[config.mk]
export PLATFORM = sky130hd
export DESIGN_NAME = cpu_bus_sync
export DESIGN_NICKNAME = d
export VERILOG_FILES = /design/src/rtl/cpu_bus_sync_pkg.sv /design/src/rtl/cpu_bus_sync_filter.sv /design/src/rtl/cpu_bus_sync.sv
export SDC_FILE = /design/constraint.sdc
export NUM_CORES = 1
export LEC_CHECK = 0
export BUFFER_PORTS_ARGS = -buffer_cell sky130_fd_sc_hd__buf_2
export CAP_MARGIN = 10
export CORE_ASPECT_RATIO = 1.4
export CORE_MARGIN = 3
export CORE_UTILIZATION = 40
export DETAILED_ROUTE_END_ITERATION = 10
export PLACE_DENSITY_LB_ADDON = 0.12
export SYNTH_ARGS = -nofsm -noshare
export SYNTH_HDL_FRONTEND = slang
export SYNTH_HIERARCHICAL = 1
export SYNTH_SLANG_ARGS = --single-unit
[constraint.sdc]
create_clock -name clk -period 3.6 [get_ports clk]
set_input_delay 0.36 -clock clk [delete_from_list [all_inputs] [get_ports clk]]
set_output_delay 0.36 -clock clk [all_outputs]
set_load 0.02 [all_outputs]
[src/rtl/cpu_bus_sync_pkg.sv]
// Shared types and default widths for the CPU cartridge bus front end.
//   m2_state_t  : M2 debounce FSM state (M2_LOW / M2_HIGH)
//   CPU_ADDR_W  : default CPU address width
//   CPU_DATA_W  : default CPU data width
package cpu_bus_pkg;

    typedef enum logic {M2_LOW, M2_HIGH} m2_state_t;

    localparam int CPU_ADDR_W = 16;
    localparam int CPU_DATA_W = 8;

endpackage

[src/rtl/cpu_bus_sync_filter.sv]
// 1-bit synchroniser followed by a level debounce FSM (used for M2).
//   clk, rst_n : clock, asynchronous active-low reset
//   d          : raw asynchronous input
//   q_sync     : synchronised (unfiltered) sample
//   level      : filtered level
//   rise, fall : registered 1-clk pulses on accepted 0->1 / 1->0
//   rise_evt,
//   fall_evt   : combinational "edge accepted this cycle"; they become
//                rise/fall on the next clock, letting the parent capture
//                data on the same edge the pulse is registered
module sync_filter
    import cpu_bus_pkg::*;
#(
    parameter int STAGES = 2,
    parameter int FILTER = 3
) (
    input  logic clk,
    input  logic rst_n,
    input  logic d,
    output logic q_sync,
    output logic level,
    output logic rise,
    output logic fall,
    output logic rise_evt,
    output logic fall_evt
);

    localparam int CW = $clog2(FILTER + 1);
    localparam logic [CW-1:0] CNT_LAST = CW'(FILTER - 1);

    logic [STAGES-1:0] sync_q;
    m2_state_t         state, state_next;
    logic [CW-1:0]     cnt, cnt_next;

    assign q_sync = sync_q[STAGES-1];
    assign level  = (state == M2_HIGH);

    always_ff @(posedge clk or negedge rst_n) begin
        if (!rst_n) begin
            sync_q <= '0;
            state  <= M2_LOW;
            cnt    <= '0;
            rise   <= 1'b0;
            fall   <= 1'b0;
        end else begin
            sync_q <= {sync_q[STAGES-2:0], d};
            state  <= state_next;
            cnt    <= cnt_next;
            rise   <= rise_evt;
            fall   <= fall_evt;
        end
    end

    // cnt counts consecutive samples that disagree with the current level;
    // the FILTER-th such sample flips the level.
    always_comb begin
        state_next = state;
        cnt_next   = cnt;
        rise_evt   = 1'b0;
        fall_evt   = 1'b0;
        case (state)
            M2_LOW: begin
                if (q_sync) begin
                    if (cnt == CNT_LAST) begin
                        state_next = M2_HIGH;
                        cnt_next   = '0;
                        rise_evt   = 1'b1;
                    end else begin
                        cnt_next = cnt + 1'b1;
                    end
                end else begin
                    cnt_next = '0;
                end
            end
            M2_HIGH: begin
                if (!q_sync) begin
                    if (cnt == CNT_LAST) begin
                        state_next = M2_LOW;
                        cnt_next   = '0;
                        fall_evt   = 1'b1;
                    end else begin
                        cnt_next = cnt + 1'b1;
                    end
                end else begin
                    cnt_next = '0;
                end
            end
        endcase
    end

endmodule

[src/rtl/cpu_bus_sync.sv]
// Front end between the asynchronous NES CPU cartridge bus and the mapper.
// Synchronises all pins, deglitches M2, captures address/R/W at the M2 rise
// and write data at the M2 fall, and flags loss of M2.
//   clk, rst_n   : cart clock, asynchronous active-low reset
//   m2_in        : raw M2 pin
//   cpu_rw_in    : raw R/W pin (1 = read)
//   cpu_addr_in  : raw address pins
//   cpu_data_in  : raw data pins
//   m2           : filtered M2 level
//   m2_rise/fall : 1-clk pulses on accepted M2 edges
//   cpu_addr     : address captured at m2_rise
//   cpu_rw       : R/W captured at m2_rise
//   cpu_data     : last synced data seen while M2 was high, captured at m2_fall
//   rd_start     : m2_rise of a read cycle
//   wr_strobe    : m2_fall of a write cycle (cpu_data valid in the same cycle)
//   cpu_idle     : high while no M2 rise has been accepted for TIMEOUT_CYCLES
module cpu_bus_sync
    import cpu_bus_pkg::*;
#(
    parameter int SYNC_STAGES    = 2,
    parameter int M2_FILTER      = 3,
    parameter int TIMEOUT_CYCLES = 1024,
    parameter int ADDR_W         = CPU_ADDR_W,
    parameter int DATA_W         = CPU_DATA_W
) (
    input  logic              clk,
    input  logic              rst_n,
    input  logic              m2_in,
    input  logic              cpu_rw_in,
    input  logic [ADDR_W-1:0] cpu_addr_in,
    input  logic [DATA_W-1:0] cpu_data_in,
    output logic              m2,
    output logic              m2_rise,
    output logic              m2_fall,
    output logic [ADDR_W-1:0] cpu_addr,
    output logic              cpu_rw,
    output logic [DATA_W-1:0] cpu_data,
    output logic              rd_start,
    output logic              wr_strobe,
    output logic              cpu_idle
);

    localparam int TW = $clog2(TIMEOUT_CYCLES + 1);
    localparam logic [TW-1:0] TO_MAX  = TW'(TIMEOUT_CYCLES);
    localparam logic [TW-1:0] TO_LAST = TW'(TIMEOUT_CYCLES - 1);

    logic [SYNC_STAGES-1:0]             rw_q;
    logic [SYNC_STAGES-1:0][ADDR_W-1:0] addr_q;
    logic [SYNC_STAGES-1:0][DATA_W-1:0] data_q;

    logic              rw_sync;
    logic [ADDR_W-1:0] addr_sync;
    logic [DATA_W-1:0] data_sync;
    logic              m2_sync;
    logic              rise_evt, fall_evt;
    logic [DATA_W-1:0] last_hi_data;
    logic [TW-1:0]     to_cnt;

    sync_filter #(
        .STAGES (SYNC_STAGES),
        .FILTER (M2_FILTER)
    ) u_m2_filter (
        .clk      (clk),
        .rst_n    (rst_n),
        .d        (m2_in),
        .q_sync   (m2_sync),
        .level    (m2),
        .rise     (m2_rise),
        .fall     (m2_fall),
        .rise_evt (rise_evt),
        .fall_evt (fall_evt)
    );

    assign rw_sync   = rw_q[SYNC_STAGES-1];
    assign addr_sync = addr_q[SYNC_STAGES-1];
    assign data_sync = data_q[SYNC_STAGES-1];

    always_ff @(posedge clk or negedge rst_n) begin
        if (!rst_n) begin
            rw_q   <= '0;
            addr_q <= '0;
            data_q <= '0;
        end else begin
            rw_q   <= {rw_q[SYNC_STAGES-2:0], cpu_rw_in};
            addr_q <= {addr_q[SYNC_STAGES-2:0], cpu_addr_in};
            data_q <= {data_q[SYNC_STAGES-2:0], cpu_data_in};
        end
    end

    // Captures use the filter's pre-registered events so captured values
    // appear in the same cycle as the corresponding strobe.
    always_ff @(posedge clk or negedge rst_n) begin
        if (!rst_n) begin
            cpu_addr     <= '0;
            cpu_rw       <= 1'b1;
            cpu_data     <= '0;
            last_hi_data <= '0;
        end else begin
            if (rise_evt) begin
                cpu_addr <= addr_sync;
                cpu_rw   <= rw_sync;
            end
            // Tracks data only while synced M2 is high, so the bus float
            // during the fall filter latency never reaches cpu_data.
            if (m2_sync) begin
                last_hi_data <= data_sync;
            end
            if (fall_evt) begin
                cpu_data <= last_hi_data;
            end
        end
    end

    always_ff @(posedge clk or negedge rst_n) begin
        if (!rst_n) begin
            to_cnt   <= '0;
            cpu_idle <= 1'b1;
        end else if (rise_evt) begin
            to_cnt   <= '0;
            cpu_idle <= 1'b0;
        end else if (to_cnt != TO_MAX) begin
            to_cnt <= to_cnt + 1'b1;
            if (to_cnt == TO_LAST) begin
                cpu_idle <= 1'b1;
            end
        end
    end

    assign rd_start  = m2_rise & cpu_rw;
    assign wr_strobe = m2_fall & ~cpu_rw;

endmodule

==> impl_metrics.env <==
export IMPL_n_antenna_cell=0
export IMPL_synth_area_sq_um=3370
export IMPL_yosysUniqueCellTypes=32
export IMPL_worst_path_max_delay_cell="nor3b_2"
export IMPL_rsz0062_at_grt="no"
export IMPL_ir_worst_vdd_mv=0.365
export IMPL_syn_avg_cell_area_sq_um=16.8
export IMPL_die_x_um=83.6
export IMPL_synthTopCellsByArea="dfrtp_1 74%, mux2_2 11%, dfstp_2 1.6%, or4_1 1.1%, a21oi_1 1.0%"
export IMPL_yosysWarnings=6
export IMPL_outcome="finished clean"
export IMPL_antenna_found_initial=0
export IMPL_period_share=0.489
export IMPL_avgViaCountPerCell=4.67
export IMPL_rows=39
export IMPL_synthArstFlopShare=1.00
export IMPL_hold_path_class="primary input to async pin"
export IMPL_power_per_cell_area_nw_per_um2=777
export IMPL_finalSetupTns_ns=0
export IMPL_synth_seq_cells=102
export IMPL_dp_slack_ns=1.76
export IMPL_hold_buffers=0
export IMPL_cp_start_kind="register"
export IMPL_crit_family="simple AND/OR/NAND/NOR gates"
export IMPL_worst_slack_ns=1.84
export IMPL_grt_pass1_vias=1806
export IMPL_slowest_delay_ns=0.70
export IMPL_cts_root_buf="clkbuf_16"
export IMPL_start_util=0.411
export IMPL_cp_required_ns=3.82
export IMPL_hpwlAfterDp_um=3430
export IMPL_final_cell_area_sq_um=4090
export IMPL_crit_arrival_ns=1.98
export IMPL_insertion_delay_ns=0.33
export IMPL_cp_num_buf_inv=0
export IMPL_slew_headroom=0.493
export IMPL_worst_pin_slew_ns=0.757
export IMPL_grt_pass1_wl_um=8800
export IMPL_drive_gt1_frac=0.432
export IMPL_setup_viol=0
export IMPL_maxCapViolCount=0
export IMPL_clock_fmax_mhz=568
export IMPL_wl_um=5250
export IMPL_syn_inst=201
export IMPL_final_nets=298
export IMPL_avgRoutedWirePerCell_um=14.1
export IMPL_clk_pin_slew_ns=0.06
export IMPL_die_h_um=115
export IMPL_synth_flop_cell="dfrtp_1"
export IMPL_syn_num_nets=231
export IMPL_die_area_sq_um=9580
export IMPL_drc=0
export IMPL_clock_skew_ns=0.00545
export IMPL_critPathCaptureType="register"
export IMPL_final_cell_mix="100 x dfrtp_1, 57 x buf_2, 33 x mux2_2, 9 x clkbuf_16, 7 x a21oi_1"
export IMPL_synth_top_area_frac=0.742
export IMPL_cts_tree="built"
export IMPL_grt_max_degree=56
export IMPL_grt_use_total=0.120
export IMPL_synth_edf_count=0
export IMPL_vias=1741
export IMPL_area_delta_synth_final_pct=21.2
export IMPL_htreeDepth=3
export IMPL_core_sq_um=8200
export IMPL_post_dp_cell_area_sq_um=3800
export IMPL_leakagePower_nw=1.92
export IMPL_crit_fanout=12
export IMPL_hold_viol_final=0
export IMPL_clock_path_buffers=2
export IMPL_drv_slew=0
export IMPL_grt_ovfl_total=0
export IMPL_numCtsBuffers=9
export IMPL_firstDrtPassIters=2
export IMPL_crit_type="register to register"
export IMPL_synth_area_leader_cell="dfrtp_1"
export IMPL_path_cells="nor3b_2 > mux2_2"
export IMPL_postCtsSetupRepairBufs=0
export IMPL_num_io_pins=59
export IMPL_io_buffers=58
export IMPL_min_period_ns=1.76
export IMPL_clock_sinks=102
export IMPL_gp_congestion=0.758
export IMPL_antenna_left=0
export IMPL_final_common_cell="dfrtp_1"
export IMPL_ys_seq_area_frac=0.758
export IMPL_cts_resized=0
export IMPL_drt_initial_drc_count=63
[metrics by stage]
step	total power [mW]	hold WS [ns]	cells	utilization
after floorplan	2.01	0.0644	201	-
after global placement	2.27	0.332	359	0.463
after detailed placement	2.28	0.335	359	0.463
after CTS	3.24	0.0851	373	0.499
after global routing	3.37	0.104	373	0.499
final	3.18	0.0556	373	0.499
[worst paths after layout]
kind | startpoint | endpoint | slack [ns] | depth (start not counted)
setup / recovery | u_m2_filter/sync_q[1] | cpu_data[6] | 1.84 | 2
hold / removal | rst_n | to_cnt[8] | 0.06 | 1
setup reg to reg | u_m2_filter/sync_q[1] | cpu_data[6] | 1.84 | 2
hold reg to reg | addr_q[15] | addr_sync[15] | 0.35 | 0
max in group asynchronous | rst_n | addr_q[11] | 2.75 | 2
min in group clk | cpu_data_in[7] | data_q[7] | 0.13 | 1
[synth_stat cells (all sizes together) (2+ instances only)]
| cell | n |
|---|---|
| dfrtp | 100 |
| mux2 | 35 |
| a21oi | 7 |
| inv | 6 |
| or4 | 6 |
| nand2 | 4 |
| nand3 | 4 |
| o31ai | 4 |
| clkbuf | 3 |
| nand2b | 3 |
| nor2 | 3 |
| nor3 | 3 |
| nor3b | 3 |
| buf | 2 |
| dfstp | 2 |
| ha | 2 |
| nand4 | 2 |
| o21ai | 2 |
| or3 | 2 |
| xor2 | 2 |
[final cells by class]
class | count | area [sq um]
fill | 723 | 4110
sequential | 102 | 2550
multi-input combinational | 88 | 778
timing repair buffer | 61 | 315
clock buffer | 11 | 243
tap | 102 | 128
clock inverter | 3 | 46.3
inverter | 6 | 22.5
[metal layers]
| layer | wire length (um) | track usage | vias to the layer above |
|---|---|---|---|
| met1 | 2310 | 0.148 | 856 |
| met3 | 237 | 0.0346 | 15 |
| met2 | 2540 | 0.182 | 42 |
| li1 | - | - | 828 |
| met4 | 165 | 0.0848 | 0 |
| met5 | 0 | 0 | - |
[flip-flops by register name, summed over array words and instances (netlist names), 2 cells and up, named ones only]
name	flops
u_m2_filter/sync_q	2
data_q	8
addr_q	16
to_cnt	11
u_m2_filter/cnt	2
rw_q	2
cpu_data	8
last_hi_data	8
addr_sync	16
cpu_addr	16
data_sync	8
[kinds of logic after synthesis]
logic type	count (synthesis)	share of synthesized area
flip-flops	102	0.758
multiplexers	36	0.122
AND/OR/NAND/NOR	32	0.0635
AO/OA/AOI/OAI	15	0.0271
buffers and inverters	11	0.0145
XOR/XNOR	3	0.00779
adder cells (fa/ha/maj)	2	0.00742
[power by group]
part | switching [mW] | internal, mW | total (mW)
sequential | 0.151 | 1.37 | 1.52
combinational | 0.401 | 0.318 | 0.719
clock | 0.383 | 0.551 | 0.934
total | 0.935 | 2.24 | 3.18
(Power assumes the default switching activity.)
